File: config.mk
export PLATFORM = sky130hd
export DESIGN_NAME = dispatch_queue_flat
export DESIGN_NICKNAME = d
export VERILOG_FILES = /design/src/rtl/dispatch_queue_pkg.sv /design/src/rtl/dispatch_queue_if.sv /design/src/rtl/dispatch_entry_ram.sv /design/src/rtl/dispatch_queue.sv /design/src/flat_wrapper.sv
export SDC_FILE = /design/constraint.sdc
export NUM_CORES = 1
export LEC_CHECK = 0
export ABC_AREA = 1
export CORE_MARGIN = 2
export CORE_UTILIZATION = 40
export DETAILED_ROUTE_END_ITERATION = 10
export PLACE_DENSITY = 0.64
export SLEW_MARGIN = 5
export SYNTH_ARGS = -nofsm -noshare
export SYNTH_HDL_FRONTEND = slang
export SYNTH_SLANG_ARGS = --single-unit
File: constraint.sdc
create_clock -name clk -period 1.6 [get_ports clk]
set_input_delay 0.16 -clock clk [delete_from_list [all_inputs] [get_ports clk]]
set_output_delay 0.16 -clock clk [all_outputs]
set_load 0.03 [all_outputs]
File: src/rtl/dispatch_queue_pkg.sv
// Shared widths and packet type for the decode-to-RS dispatch queue.
package dispatch_queue_pkg;

  localparam int DEFAULT_DEPTH = 4;
  localparam int OPCODE_WIDTH  = 5;
  localparam int ADDR_WIDTH    = 32;
  localparam int DATA_WIDTH    = 32;
  localparam int TAG_WIDTH     = 6;

  typedef logic [OPCODE_WIDTH-1:0] opcode_t;
  typedef logic [ADDR_WIDTH-1:0]   addr_t;
  typedef logic [DATA_WIDTH-1:0]   data_t;
  typedef logic [TAG_WIDTH-1:0]    tag_t;

  // One dispatch packet; the field order is also the storage bit order.
  typedef struct packed {
    opcode_t opcode;
    addr_t   pc;
    data_t   insn;
    tag_t    dst_tag;
  } dispatch_packet_t;

endpackage

File: src/rtl/dispatch_queue_if.sv
// Decode-side and RS-side signals of the dispatch queue.
// Handshake: a packet moves in on a clock edge when i_en=1, i_rob_stall=0,
// o_full=0 and i_flush=0; the head moves out on an edge when o_rs_en=1,
// i_rs_stall=0 and i_flush=0. o_full/o_rs_en depend on registered state only.
interface dispatch_queue_if
  import dispatch_queue_pkg::*;
#(
  parameter int DEPTH  = DEFAULT_DEPTH,
  parameter int OPC_W  = OPCODE_WIDTH,
  parameter int ADDR_W = ADDR_WIDTH,
  parameter int DATA_W = DATA_WIDTH,
  parameter int TAG_W  = TAG_WIDTH
);
  localparam int CW = $clog2(DEPTH + 1);

  logic              i_flush;
  logic              i_rob_stall;
  logic              i_rs_stall;
  logic              i_en;
  logic [OPC_W-1:0]  i_opcode;
  logic [ADDR_W-1:0] i_pc;
  logic [DATA_W-1:0] i_insn;
  logic [TAG_W-1:0]  i_dst_tag;
  logic              o_full;
  logic [CW-1:0]     o_count;
  logic              o_rs_en;
  logic [OPC_W-1:0]  o_rs_opcode;
  logic [ADDR_W-1:0] o_rs_pc;
  logic [DATA_W-1:0] o_rs_insn;
  logic [TAG_W-1:0]  o_rs_dst_tag;

  // Pipeline side (decode, ROB, RS control) drives the inputs.
  modport master (
    output i_flush, i_rob_stall, i_rs_stall, i_en,
    output i_opcode, i_pc, i_insn, i_dst_tag,
    input  o_full, o_count, o_rs_en,
    input  o_rs_opcode, o_rs_pc, o_rs_insn, o_rs_dst_tag
  );

  // The queue itself.
  modport slave (
    input  i_flush, i_rob_stall, i_rs_stall, i_en,
    input  i_opcode, i_pc, i_insn, i_dst_tag,
    output o_full, o_count, o_rs_en,
    output o_rs_opcode, o_rs_pc, o_rs_insn, o_rs_dst_tag
  );

endinterface

File: src/rtl/dispatch_entry_ram.sv
// Packet storage: one write port, one asynchronous read port, cleared on reset.
module dispatch_entry_ram #(
  parameter int DEPTH = 4,
  parameter int WIDTH = 75
) (
  input  logic                     clk,
  input  logic                     n_rst,
  input  logic                     wr_en,
  input  logic [$clog2(DEPTH)-1:0] wr_addr,
  input  logic [WIDTH-1:0]         wr_data,
  input  logic [$clog2(DEPTH)-1:0] rd_addr,
  output logic [WIDTH-1:0]         rd_data
);

  logic [WIDTH-1:0] mem [DEPTH];

  // Storage write; everything clears on reset so the head reads 0.
  always_ff @(posedge clk or negedge n_rst) begin
    if (!n_rst) begin
      for (int i = 0; i < DEPTH; i++) mem[i] <= '0;
    end else if (wr_en) begin
      mem[wr_addr] <= wr_data;
    end
  end

  assign rd_data = mem[rd_addr];

endmodule

File: src/rtl/dispatch_queue.sv
// Buffered map/dispatch stage between decode and the reservation stations.
module dispatch_queue
  import dispatch_queue_pkg::*;
#(
  parameter int DEPTH  = DEFAULT_DEPTH,
  parameter int OPC_W  = OPCODE_WIDTH,
  parameter int ADDR_W = ADDR_WIDTH,
  parameter int DATA_W = DATA_WIDTH,
  parameter int TAG_W  = TAG_WIDTH
) (
  input  logic          clk,
  input  logic          n_rst,
  dispatch_queue_if.slave dq
);

  localparam int PW    = $clog2(DEPTH);
  localparam int CW    = $clog2(DEPTH + 1);
  localparam int PKT_W = OPC_W + ADDR_W + DATA_W + TAG_W;
  localparam logic [CW-1:0] FULL_CNT = CW'(DEPTH);

  logic [PW-1:0]    rd_ptr;
  logic [PW-1:0]    wr_ptr;
  logic [CW-1:0]    count;
  logic             push;
  logic             pop;
  logic [PKT_W-1:0] wr_pkt;
  logic [PKT_W-1:0] rd_pkt;

  // Status comes from the registered count only.
  assign dq.o_full  = (count == FULL_CNT);
  assign dq.o_rs_en = (count != '0);
  assign dq.o_count = count;

  // Flush overrides both sides; a full queue refuses a push even when popping.
  assign push = dq.i_en & ~dq.i_rob_stall & ~dq.o_full & ~dq.i_flush;
  assign pop  = dq.o_rs_en & ~dq.i_rs_stall & ~dq.i_flush;

  assign wr_pkt = {dq.i_opcode, dq.i_pc, dq.i_insn, dq.i_dst_tag};

  dispatch_entry_ram #(
    .DEPTH (DEPTH),
    .WIDTH (PKT_W)
  ) u_ram (
    .clk     (clk),
    .n_rst   (n_rst),
    .wr_en   (push),
    .wr_addr (wr_ptr),
    .wr_data (wr_pkt),
    .rd_addr (rd_ptr),
    .rd_data (rd_pkt)
  );

  assign {dq.o_rs_opcode, dq.o_rs_pc, dq.o_rs_insn, dq.o_rs_dst_tag} = rd_pkt;

  // Pointer and occupancy bookkeeping; pointers wrap at DEPTH naturally.
  always_ff @(posedge clk or negedge n_rst) begin
    if (!n_rst) begin
      rd_ptr <= '0;
      wr_ptr <= '0;
      count  <= '0;
    end else if (dq.i_flush) begin
      rd_ptr <= '0;
      wr_ptr <= '0;
      count  <= '0;
    end else begin
      if (push) wr_ptr <= wr_ptr + PW'(1);
      if (pop)  rd_ptr <= rd_ptr + PW'(1);
      case ({push, pop})
        2'b10:   count <= count + CW'(1);
        2'b01:   count <= count - CW'(1);
        default: count <= count;
      endcase
    end
  end

endmodule
File: src/flat_wrapper.sv
// flat-port wrapper written by rule: the top's interface ports become plain ports
module dispatch_queue_flat import dispatch_queue_pkg::*;
#(
  parameter int DEPTH  = DEFAULT_DEPTH,
  parameter int OPC_W  = OPCODE_WIDTH,
  parameter int ADDR_W = ADDR_WIDTH,
  parameter int DATA_W = DATA_WIDTH,
  parameter int TAG_W  = TAG_WIDTH
)
  (clk, n_rst, dq_i_flush, dq_i_rob_stall, dq_i_rs_stall, dq_i_en, dq_i_opcode, dq_i_pc, dq_i_insn, dq_i_dst_tag, dq_o_full, dq_o_count, dq_o_rs_en, dq_o_rs_opcode, dq_o_rs_pc, dq_o_rs_insn, dq_o_rs_dst_tag);
  dispatch_queue_if #(.DEPTH(DEPTH), .OPC_W(OPC_W), .ADDR_W(ADDR_W), .DATA_W(DATA_W), .TAG_W(TAG_W)) dq_i ();
  input  logic clk;
  input  logic n_rst;
  input wire logic [$bits(dq_i.i_flush)-1:0] dq_i_flush;
  input wire logic [$bits(dq_i.i_rob_stall)-1:0] dq_i_rob_stall;
  input wire logic [$bits(dq_i.i_rs_stall)-1:0] dq_i_rs_stall;
  input wire logic [$bits(dq_i.i_en)-1:0] dq_i_en;
  input wire logic [$bits(dq_i.i_opcode)-1:0] dq_i_opcode;
  input wire logic [$bits(dq_i.i_pc)-1:0] dq_i_pc;
  input wire logic [$bits(dq_i.i_insn)-1:0] dq_i_insn;
  input wire logic [$bits(dq_i.i_dst_tag)-1:0] dq_i_dst_tag;
  output wire logic [$bits(dq_i.o_full)-1:0] dq_o_full;
  output wire logic [$bits(dq_i.o_count)-1:0] dq_o_count;
  output wire logic [$bits(dq_i.o_rs_en)-1:0] dq_o_rs_en;
  output wire logic [$bits(dq_i.o_rs_opcode)-1:0] dq_o_rs_opcode;
  output wire logic [$bits(dq_i.o_rs_pc)-1:0] dq_o_rs_pc;
  output wire logic [$bits(dq_i.o_rs_insn)-1:0] dq_o_rs_insn;
  output wire logic [$bits(dq_i.o_rs_dst_tag)-1:0] dq_o_rs_dst_tag;
  assign dq_i.i_flush = dq_i_flush;
  assign dq_i.i_rob_stall = dq_i_rob_stall;
  assign dq_i.i_rs_stall = dq_i_rs_stall;
  assign dq_i.i_en = dq_i_en;
  assign dq_i.i_opcode = dq_i_opcode;
  assign dq_i.i_pc = dq_i_pc;
  assign dq_i.i_insn = dq_i_insn;
  assign dq_i.i_dst_tag = dq_i_dst_tag;
  assign dq_o_full = dq_i.o_full;
  assign dq_o_count = dq_i.o_count;
  assign dq_o_rs_en = dq_i.o_rs_en;
  assign dq_o_rs_opcode = dq_i.o_rs_opcode;
  assign dq_o_rs_pc = dq_i.o_rs_pc;
  assign dq_o_rs_insn = dq_i.o_rs_insn;
  assign dq_o_rs_dst_tag = dq_i.o_rs_dst_tag;
  dispatch_queue #(.DEPTH(DEPTH), .OPC_W(OPC_W), .ADDR_W(ADDR_W), .DATA_W(DATA_W), .TAG_W(TAG_W)) u_core (.clk(clk), .n_rst(n_rst), .dq(dq_i));
endmodule
### Yosys cells after proc, flatten, opt, wreduce, memory -nomap -nowiden

Index checks and enable logic that the tools add are counted.

| storage, ports and cells | value |
|---|---|
| bits in read-only memories | 0 |
| word-level logic and storage cells | 45 |
| bits in latches | 0 |
| RAM bits | 0 |
| memories | 0 |
| bits in registers | 307 |

| cells by class | value |
|---|---|
| mux-type cells | 12 |
| eq/ne operators | 3 |
| $add $sub $neg | 4 |
| bitwise gates (word level) | 11 |
| divide/modulo/power cells | 0 |
| shift-type cells | 0 |
| $mul | 0 |
| order comparisons | 3 |
| reductions and logical operators | 5 |

Operators with widths:

| kind | count |
|---|---|
| 300-bit bitwise mux | 1 |
| 75-bit 2-to-1 mux | 3 |
| 75-bit binary-select mux with 2-bit select | 1 |
| 75-bit demux with 2-bit select | 1 |
| 2-bit 2-to-1 mux | 4 |
| 3-bit >= comparator, second input constant | 2 |
| 2-bit inverter with 3-bit output | 2 |
| 3-bit case mux with 2 select lines | 1 |
| 3-bit nonzero test | 2 |
| 1-bit bitwise AND | 5 |
| 2-bit by 1-bit adder with 2-bit output, second input constant | 2 |
| 1-bit inverter | 4 |
| 2-bit nonzero test | 2 |
| 3-bit by 1-bit adder with 3-bit output, second input constant | 1 |
| 3-bit == test, second input constant | 1 |
| 3-bit by 1-bit < comparator with 1-bit output, second input constant | 1 |
| 3-bit 2-to-1 mux | 1 |
| 3-bit by 1-bit subtractor with 3-bit output, second input constant | 1 |
| 2-bit by 1-bit == test with 1-bit output, second input constant | 1 |
| 2-bit == test, second input constant | 1 |
| 1-bit logical AND | 1 |

### Depth between registers and ports, before layout

Gate-level depths: netlist (run 1).

| depth | value |
|---|---|
| word-level depth | 7 |
| depth in mapped cells | 13 |

### Modules after synthesis

A second synthesis (run 1) with hierarchy kept.

| unflattened totals | value |
|---|---|
| cells, all modules | 2244 |
| area, all modules | 15944.0 µm² |

By module, submodules not included:

| module | instances | area each (µm²) | cells an instance | sequential area each (µm²) |
|---|---|---|---|---|
| dispatch_entry_ram | 1 | 15509.9 | 2190 | 7507.2 |
| dispatch_queue | 1 | 434.2 | 54 | 175.2 |

### Least setup slack after synthesis (run 1)

No wires, ideal clock.

| path | value |
|---|---|
| kind | register to register |
| start point | register u_core.count[0], in the netlist u_core.dq.o_count[0] |
| end point | register u_core.count[2], in the netlist u_core.dq.o_count[2] |
| clock period less this slack | 2.226 ns |
| data required time | 1.483 ns |
| arrival | 2.108 ns |
| cell stages (with the launch flop) | 14 |
| path buffers | 0 |
| path slack | -0.626 ns |
| cells stage by stage | dfrtp_1 -> nor2_2 -> nand2_1 -> nand2_1 -> nor2_1 -> nand2_1 -> inv_1 -> fa_1 -> xnor2_1 -> inv_1 -> nand2_1 -> nand2_1 -> nand2_1 -> nand2_1 |

RTL lines:

| element | line | RTL |
|---|---|---|
| start: declaration | dispatch_queue.sv:23 | `logic [CW-1:0] count;` |
| start signal: assignment | dispatch_queue.sv:69 | `2'b10: count <= count + CW'(1);` |
| start signal: assignment | dispatch_queue.sv:70 | `2'b01: count <= count - CW'(1);` |
| start signal: assignment | dispatch_queue.sv:71 | `default: count <= count;` |
| 3-bit nonzero test * | dispatch_queue.sv:31 | `assign dq.o_rs_en = (count != '0);` |
| via dq_o_rs_en | flat_wrapper.sv:24 | `output wire logic [$bits(dq_i.o_rs_en)-1:0] dq_o_rs_en;` |
| 1-bit bitwise AND * (2 in a row) | dispatch_queue.sv:36 | `assign pop = dq.o_rs_en & ~dq.i_rs_stall & ~dq.i_flush;` |
| 2-bit by 1-bit == test with 1-bit output / 2-bit == test (equally long branches) | dispatch_queue.sv:68 | `case ({push, pop})` |
| 3-bit case mux with 2 select lines | dispatch_queue.sv:68 |  |
| 3-bit 2-to-1 mux | dispatch_queue.sv:61 | `end else if (dq.i_flush) begin` |

The timed path passes the listed nets; every way through them passes the cells marked *.
A chain may end at the register's enable or synchronous reset.

### Worst setup path after layout (run 1)

| path | value |
|---|---|
| start point | register u_core.rd_ptr[0] |
| end point | output port dq_o_rs_insn[25] |

| on the way | value |
|---|---|
| longest elaborated chain between the ends | 4 |

RTL lines:

| element | line | RTL |
|---|---|---|
| start: declaration | dispatch_queue.sv:21 | `logic [PW-1:0] rd_ptr;` |
| start signal: assignment | dispatch_queue.sv:67 | `if (pop) rd_ptr <= rd_ptr + PW'(1);` |
| 2-bit inverter with 3-bit output (not written as such) | dispatch_entry_ram.sv:26 | `assign rd_data = mem[rd_addr];` |
| 75-bit binary-select mux with 2-bit select | dispatch_entry_ram.sv:26 |  |
| 75-bit 2-to-1 mux (not written as such) (2 in a row) | dispatch_entry_ram.sv:26 |  |
| end: declaration | flat_wrapper.sv:27 | `output wire logic [$bits(dq_i.o_rs_insn)-1:0] dq_o_rs_insn;` |

Every way passes these cells. The select of a mux whose other input is x is not followed.

==> out/results.ini, run 1 <==
[run_status]
outcome = finished with violations
failed_checks = negative setup slack

[synth]
netlist_instances = 1529
synth-xor-area-share_pct = 0.0649
ys_warn_count = 0
mapped_avg_cell_area_sq_um = 8.83
number_of_unique_standard_cell_types_used_by_synthesis = 21
yosys_register_bits = 307
synth_sequential_area_ratio_pct = 56.9
syn-cell-area_sq_um = 13500
yosys.area_share.simple_pct = 13.8
synth_flop_cell = dfrtp_1
combinational_family_with_the_most_area_after_synthesis = compound AO/OA/AOI/OAI gates
number_of_enable_type_register_cells_in_the_synthesized_netlist = 0
synthArstFlopShare_pct = 100
yosys.area_share.adder_pct = 0.519
synth_compound_gate_area_share_pct = 20.5
mappedNetlistNets = 1615
synth.area.mux_share_pct = 0

[worst_setup_path]
crit_type = flop to primary output
crit_path_cell_trace = buf_16, o21ai_0, o22ai_2, buf_12
timing.critical_path.from_type = flop
crit-reg2reg-capture = u_core.dq.o_count[2]$_DFFE_PN0P_
worstPathArrival_ns = 1.91
critical-path-top-delay-family = flip-flops
reg2reg_slack_ns = -0.14
worst_setup_end_kind = primary output
max_stage_delay_ns = 0.50
worst-path-buf-inv = 2
worst-path-max-fanout = 38
r2r-start = u_core.dq.o_count[0]$_DFFE_PN0P_
cp_data_required_time_ns = 1.44
cp_slowest_cell = dfrtp_4
rr_worst_depth = 13

[power_and_ir_drop]
switching_power_mw = 12.4
powerDensity_nw_per_um2 = 1840
power_leakage_nw = 8.37
internal_pwr_total_mw = 20.4
clock_power_share_pct = 24.5
ir_drop_worst_case_vdd_mv = 1.16
pwr-share-comb_pct = 41.9
switching_share_pct = 37.7
seq_power_share_pct = 33.6

[place]
hpwl_reported_at_the_end_of_detailed_placement_mm = 20.9
place.gp.congestion = 0.768
placement.setup.worst_slack_ns = -0.400
portBuffers = 160

[floorplanning]
rows = 67
boundaryPins = 161
coreArea_sq_um = 33400
die_w_um = 188
die_h_um = 188
fp.dieArea_sq_um = 35200
initial_standard_cell_utilization_of_the_core_pct = 40.4

[global_routing]
grt_overflow = 0
grt_start_max_net_pins = 77
grt_antenna_before_repair = 2
first_global_vias = 11030
gr-usage-all-layers_pct = 20.2
grt_pass1_wl_mm = 57.9

[clock_tree]
skew_pair_late_insertion_delay_ns = 0.50
clock_sinks = 307
cts_root_buf = clkbuf_16
cts_tree = built
cts_buffer_depth = 3
clock_tree.htree_level_count = 2
tritoncts.num_buffers = 35
clk_pin_slew_worst_paths_ns = 0.06

[sta]
finalClockSkew_ns = 0.0120
timing_max_transition_violations_final = 0
normalized_max_slew_margin_pct = 74.8
period_share_pct = 130
setup_slack_ns = -0.474
report.final.setup_viol = 274
timing.final.hold_violations = 0
maxClockFrequency_mhz = 482
final.hold.worst_slack_ns = 0.155
final_worst_path_period_need_ns = 2.07
tightest_slew_ns = 0.377
grt_setup_unrepaired = true

[drt]
avgViaCountPerCell = 5.21
route.detailed.drc = 0
iteration_0_drc_markers = 870
route.detailed.wl_per_inst_um = 17.4
dr_total_vias = 11227
final_antenna_net_count = 0
postRouteWirelength_mm = 37.4
firstDrtPassIters = 5

[layout]
filler_cell_count = 3108
syn_to_final_growth_pct = 32.1
final_net_count = 1765
final_layout_size_suffix_gt1_share_pct = 20.9

[hold_path]
hold_path.class = input port to asynchronous set/reset pin

[run]
max_capacitance_violation_count = 0

Yosys cell counts, types with 2 or more instances:
cell	instances	area, sq um
buf_2	4	20.0
buf_6	37	417
o21ai_0	335	1680
ha_1	4	50.1
nand2_1	322	1210
dfrtp_1	307	7680
nor2_1	151	567
buf_4	17	128
o21ai_1	119	596
nand2_4	5	56.3
clkbuf_1	55	206
a21oi_1	4	20.0
o22ai_1	75	469
inv_1	86	323
nor2_2	2	12.5
cells by family after synthesis:
group | count (synthesis)
buffers and inverters | 201
AND/OR/NAND/NOR | 482
AO/OA/AOI/OAI | 533
flip-flops | 307
adder cells (fa/ha/maj) | 5
XOR/XNOR | 1
stage by stage:
| step | instance area [sq um] | instances | setup TNS, ns | utilization (%) | power [mW] |
|---|---|---|---|---|---|
| 2_1_floorplan | 14000 | 1529 | -0.372 | - | 18.9 |
| 3_3_place_gp | 16000 | 2074 | -28.24 | 47.9 | 23.0 |
| 3_5_place_dp | 16000 | 2074 | -28.83 | 47.9 | 23.2 |
| 4_1_cts | 17400 | 2142 | -45.55 | 52.2 | 31.9 |
| 5_1_grt | 17800 | 2152 | -74.21 | 53.4 | 34.6 |
| 6_report | 17800 | 2153 | -39.65 | 53.4 | 32.7 |
metal layers:
| metal | vias up | part of all wire [%] | global-route usage, % |
|---|---|---|---|
| met5 | - | 0.035 | 0 |
| met4 | 2 | 1.5 | 4.42 |
| met3 | 46 | 5.6 | 4.01 |
| met2 | 275 | 47 | 33.5 |
| met1 | 5521 | 46 | 27.5 |
| li1 | 5383 | - | - |
area by class of cell:
cell class | count | area [sq um] | share of cell area [%]
sequential | 307 | 7690 | 43.2
antenna | 1 | 2.50 | 0.0140
tap | 448 | 561 | 3.15
timing repair buffer | 226 | 2630 | 14.8
multi-input combinational | 1021 | 5410 | 30.4
clock inverter | 10 | 108 | 0.604
clock buffer | 52 | 1060 | 5.96
inverter | 88 | 353 | 1.98
state kept, by name (all words and copies together) (netlist names):
name,count
u_core.dq.o_count,3
u_core.rd_ptr,2
u_core.u_ram.mem,300
u_core.wr_ptr,2
power by group through the flow:
stage / sequential (mW) / combinational (mW) / clock, mW
final: 11.0 / 13.7 / 8.03
after global routing: 11.2 / 14.8 / 8.53
after CTS: 10.9 / 12.8 / 8.23
after detailed placement: 10.9 / 12.2 / 0
after global placement: 10.9 / 12.1 / 0
after floorplan: 10.8 / 8.10 / 0
timing repair:
action | 4_1_cts | 5_1_grt
setup buffers | 2 | 1
pin swaps | 1 | 5
resized for setup | 81 | 147
hold buffers | 1 | 0
endpoints found under the setup margin | 347 | 380
endpoints found under the hold margin | 254 | 0
gates cloned | 3 | 9
cell usage in the layout (no fill, tap or decap), types with 2 or more instances in the layout:
cell             count
o21ai_2             19
clkdlybuf4s15_2      2
clkdlybuf4s50_1     79
a21oi_1              4
clkbuf_8             8
dfrtp_1            302
ha_1                 4
o21ai_1            206
nor2_2              41
buf_12              27
buf_16               7
clkbuf_16           42
inv_6                2
dfrtp_2              4
clkbuf_1             7
clkinv_2             5
inv_1               85
buf_4               68
nand2_4              3
nand2_1            320
o22ai_2             75
nand2_8              3
buf_6               35
clkinvlp_4           3
o21ai_0            228
nor2_1             111
bufinv_16            2
worst max path at each step:
stage	cells after the start	from	slack, ns	end
after CTS	5	u_core.rd_ptr[0]$_DFFE_PN0P_	-0.53	dq_o_rs_insn[25]
after floorplan	13	u_core.dq.o_count[1]$_DFFE_PN0P_	-0.27	u_core.dq.o_count[2]$_DFFE_PN0P_
after global routing	5	u_core.rd_ptr[0]$_DFFE_PN0P_	-0.52	dq_o_rs_insn[25]
final	4	u_core.rd_ptr[0]$_DFFE_PN0P_	-0.47	dq_o_rs_insn[25]
after global placement	13	dq_i_en	-0.41	u_core.dq.o_count[2]$_DFFE_PN0P_
after detailed placement	13	dq_i_en	-0.40	u_core.dq.o_count[2]$_DFFE_PN0P_
Power figures use the tool's default switching activity.
==> inputs of run 2 (changes only) <==
Settings changed: PLACE_DENSITY 0.64 to 0.6, SYNTH_HIERARCHICAL set to 1.
Clock period 1.6 ns to 2.4 ns, I/O delays scaled along.
==> run 2 against run 1 <==
The flow now finishes without violations. Die area rose by 18%. Register-to-register slack improved by 0.54 ns. Count of clock-buffer cells in the layout rose by 8.
==> out/results.ini, run 2 <==
[run_status]
outcome = finished clean  ; was finished with violations

[drt]
iteration_0_drc_markers = 1052  ; was 870
final_antenna_net_count = 0  ; unchanged
route.detailed.drc = 0  ; unchanged
dr_total_vias = 14341  ; was 11227
postRouteWirelength_mm = 47.6  ; was 37.4 mm
avgViaCountPerCell = 4.97  ; was 5.21
route.detailed.wl_per_inst_um = 16.5  ; was 17.4 um
firstDrtPassIters = 5  ; unchanged

[layout]
final_util_pct = 48.6  ; was 53.4%
mostFrequentLayoutCells = 914 x nand2_1, 383 x inv_1, 303 x dfrtp_1  ; was 320 x nand2_1, 302 x dfrtp_1, 228 x o21ai_0
final_net_count = 2415  ; was 1765
syn_to_final_growth_pct = 20.5  ; was 32.1%
final_layout_size_suffix_gt1_share_pct = 8.01  ; was 20.9%
filler_cell_count = 3890  ; was 3108
area.sequential_sq_um = 7690  ; about the same
largest_reg_flops = 300  ; unchanged
stdcell_area_sq_um = 19200  ; was 17800 sq um
mostFrequentLayoutCell = nand2_1  ; unchanged
multiInputGateArea_sq_um = 6120  ; was 5410 sq um
max_flop_register = u_core/u_ram/mem  ; was u_core.u_ram.mem
n_antenna_cell = 0  ; was 1
layoutNonFillerInstCount = 2884  ; was 2153

[sta]
normalized_max_slew_margin_pct = 55.3  ; was 74.8%
setup_slack_ns = 0.106  ; was -0.474 ns
timing_max_transition_violations_final = 0  ; unchanged
tightest_slew_ns = 0.670  ; was 0.377 ns
finalClockSkew_ns = 0.0138  ; was 0.0120 ns
grt_setup_unrepaired = false  ; was true
final.hold.worst_slack_ns = 0.280  ; was 0.155 ns
report.final.setup_viol = 0  ; was 274
final_worst_path_period_need_ns = 2.29
timing.final.hold_violations = 0  ; unchanged
maxClockFrequency_mhz = 436
fin_setup_tns_ns = 0  ; was -39.65 ns
period_share_pct = 95.6

[synth]
number_of_unique_standard_cell_types_used_by_synthesis = 25  ; was 21
synth_top_area_share_pct = 48.2  ; was 56.9%
most_instantiated_library_cell_after_synthesis = nand2_1  ; was o21ai_0
synthArstFlopShare_pct = 100  ; unchanged
number_of_enable_type_register_cells_in_the_synthesized_netlist = 0  ; unchanged
netlist_instances = 2244  ; was 1529
synth.cells.most_frequent = 915 x nand2_1, 384 x inv_1, 307 x dfrtp_1  ; was 335 x o21ai_0, 322 x nand2_1, 307 x dfrtp_1
synth_largest_area_cell = dfrtp_1  ; unchanged
ys_warn_count = 6  ; was 0
yosys_register_bits = 307  ; unchanged
synth_flop_cell = dfrtp_1  ; unchanged
synth_top_area_cells = dfrtp_1 48%, nand2_1 22%, inv_1 9.0%  ; was dfrtp_1 57%, o21ai_0 12%, nand2_1 9.0%
syn-cell-area_sq_um = 15900  ; was 13500 sq um
synth_sequential_area_ratio_pct = 48.2  ; was 56.9%
mapped_avg_cell_area_sq_um = 7.11  ; was 8.83 sq um
mappedNetlistNets = 2326  ; was 1615

[global_routing]
gr-usage-all-layers_pct = 23.2  ; was 20.2%
grt_antenna_before_repair = 0  ; was 2
grt_pass1_wl_mm = 77.0  ; was 57.9 mm
grt_start_max_net_pins = 112  ; was 77
first_global_vias = 14146  ; was 11030
grt_overflow = 0  ; unchanged

[floorplanning]
coreArea_sq_um = 39500  ; was 33400 sq um
rows = 73  ; was 67
die_w_um = 204  ; was 188 um
die_h_um = 204  ; was 188 um
fp.dieArea_sq_um = 41500  ; was 35200 sq um
initial_standard_cell_utilization_of_the_core_pct = 40.3  ; was 40.4%
boundaryPins = 161  ; unchanged

[power_and_ir_drop]
total_power_mw = 17.6  ; was 32.7 mW
pwr-share-comb_pct = 32.5  ; was 41.9%
clock_power_share_pct = 29.7  ; was 24.5%
powerDensity_nw_per_um2 = 916  ; was 1840 nW/um^2
ir_drop_worst_case_vdd_mv = 0.571  ; was 1.16 mV
switching_share_pct = 36.0  ; was 37.7%
seq_power_share_pct = 37.8  ; was 33.6%
power_leakage_nw = 10.5  ; was 8.37 nW
switching_power_mw = 6.33  ; was 12.4 mW
internal_pwr_total_mw = 11.3  ; was 20.4 mW

[place]
total_instance_count_after_detailed_placement = 2819  ; was 2074
placement.setup.worst_slack_ns = 0.266  ; was -0.400 ns
detailed_place.area_sq_um = 18100  ; was 16000 sq um
hpwl_reported_at_the_end_of_detailed_placement_mm = 26.7  ; was 20.9 mm
place.gp.congestion = 0.757  ; was 0.768
portBuffers = 160  ; unchanged

[worst_setup_path]
crit_type = flop to primary output  ; unchanged
r2r-start = u_core/dq.o_count[1]$_DFFE_PN0P_  ; was u_core.dq.o_count[0]$_DFFE_PN0P_
timing.critical_path.from_type = flop  ; unchanged
reg2reg_slack_ns = 0.40  ; was -0.14 ns
setup.worst_path.start = u_core/rd_ptr[0]$_DFFE_PN0P_  ; was u_core.rd_ptr[0]$_DFFE_PN0P_
cp_data_required_time_ns = 2.16  ; was 1.44 ns
worstPathArrival_ns = 2.05  ; was 1.91 ns
worst_setup_end_kind = primary output  ; unchanged
crit-reg2reg-capture = u_core/u_ram/mem[99]$_DFFE_PN0P_  ; was u_core.dq.o_count[2]$_DFFE_PN0P_
worst-path-max-fanout = 30  ; was 38
rr_worst_depth = 7  ; was 13

[clock_tree]
cts_buffer_depth = 3  ; unchanged
clk_pin_slew_worst_paths_ns = 0.05  ; was 0.06 ns
clock_sinks = 307  ; unchanged
cts_root_buf = clkbuf_16  ; unchanged
tritoncts.num_buffers = 36  ; was 35
skew_pair_late_insertion_delay_ns = 0.53  ; was 0.50 ns
cts_tree = built  ; unchanged
clock_tree.htree_level_count = 2  ; unchanged

[run]
max_capacitance_violation_count = 0  ; unchanged

[hold_path]
hold_path.class = input port to asynchronous set/reset pin  ; unchanged

[run 2: worst max-delay path, stage by stage (launching register included)]
cell and delay, ns:
dfrtp_4 0.52, inv_6 0.28, buf_12 0.25, nand2_1 0.07, nand3_1 0.07, nand2_1 0.14, buf_4 0.21
[run 2: kinds of logic after synthesis]
logic type | synth area share (%)
adder cells (fa/ha/maj) | 0.126
AND/OR/NAND/NOR | 35.2
AO/OA/AOI/OAI | 2.74
XOR/XNOR | 0.0549
flip-flops | 48.2
buffers and inverters | 13.7
[run 2: what timing repair did]
action	4_1_cts	5_1_grt
resized for setup	2	0
hold endpoints to repair	64	0
hold buffers	1	0
setup buffers	0	0
setup endpoints to repair	7	0
[run 2: how the worst max path moves through the flow]
stage | endpoint | slack [ns]
2_1_floorplan | u_core/dq.o_count[2]$_DFFE_PN0P_ | 0.51
3_3_place_gp | u_core/dq.o_count[2]$_DFFE_PN0P_ | 0.28
3_5_place_dp | u_core/u_ram/mem[133]$_DFFE_PN0P_ | 0.27
4_1_cts | dq_o_rs_pc[20] | 0.08
5_1_grt | dq_o_rs_pc[24] | 0.008
6_report | dq_o_rs_dst_tag[5] | 0.11
[run 2: final cells by class]
| cell class | instances | area share, % |
|---|---|---|
| clock inverters | 4 | 0.274 |
| flip-flops and latches | 307 | 40.0 |
| multi-input cells | 1393 | 31.9 |
| repair buffers | 207 | 11.3 |
| clock buffers | 60 | 5.48 |
| inverters | 388 | 7.61 |
| well taps | 525 | 3.42 |
[run 2: per-layer routing]
layer  up-vias  part of all wire, %  GRT usage [%]
li1       7054                    -              -
met1      6798                   44           30.9
met2       421                   47           39.4
met3        68                  6.0           3.32
met4         0                  2.1           6.70
met5         -                    0              0
[run 2: power by group through the flow]
stage	Sequential [mW]	Combinational, mW	Clock, mW
after floorplan	6.60	3.61	0
after global placement	6.69	5.68	0
after detailed placement	6.73	5.75	0
after CTS	6.65	5.78	5.37
after global routing	6.77	6.37	5.58
final	6.65	5.72	5.23
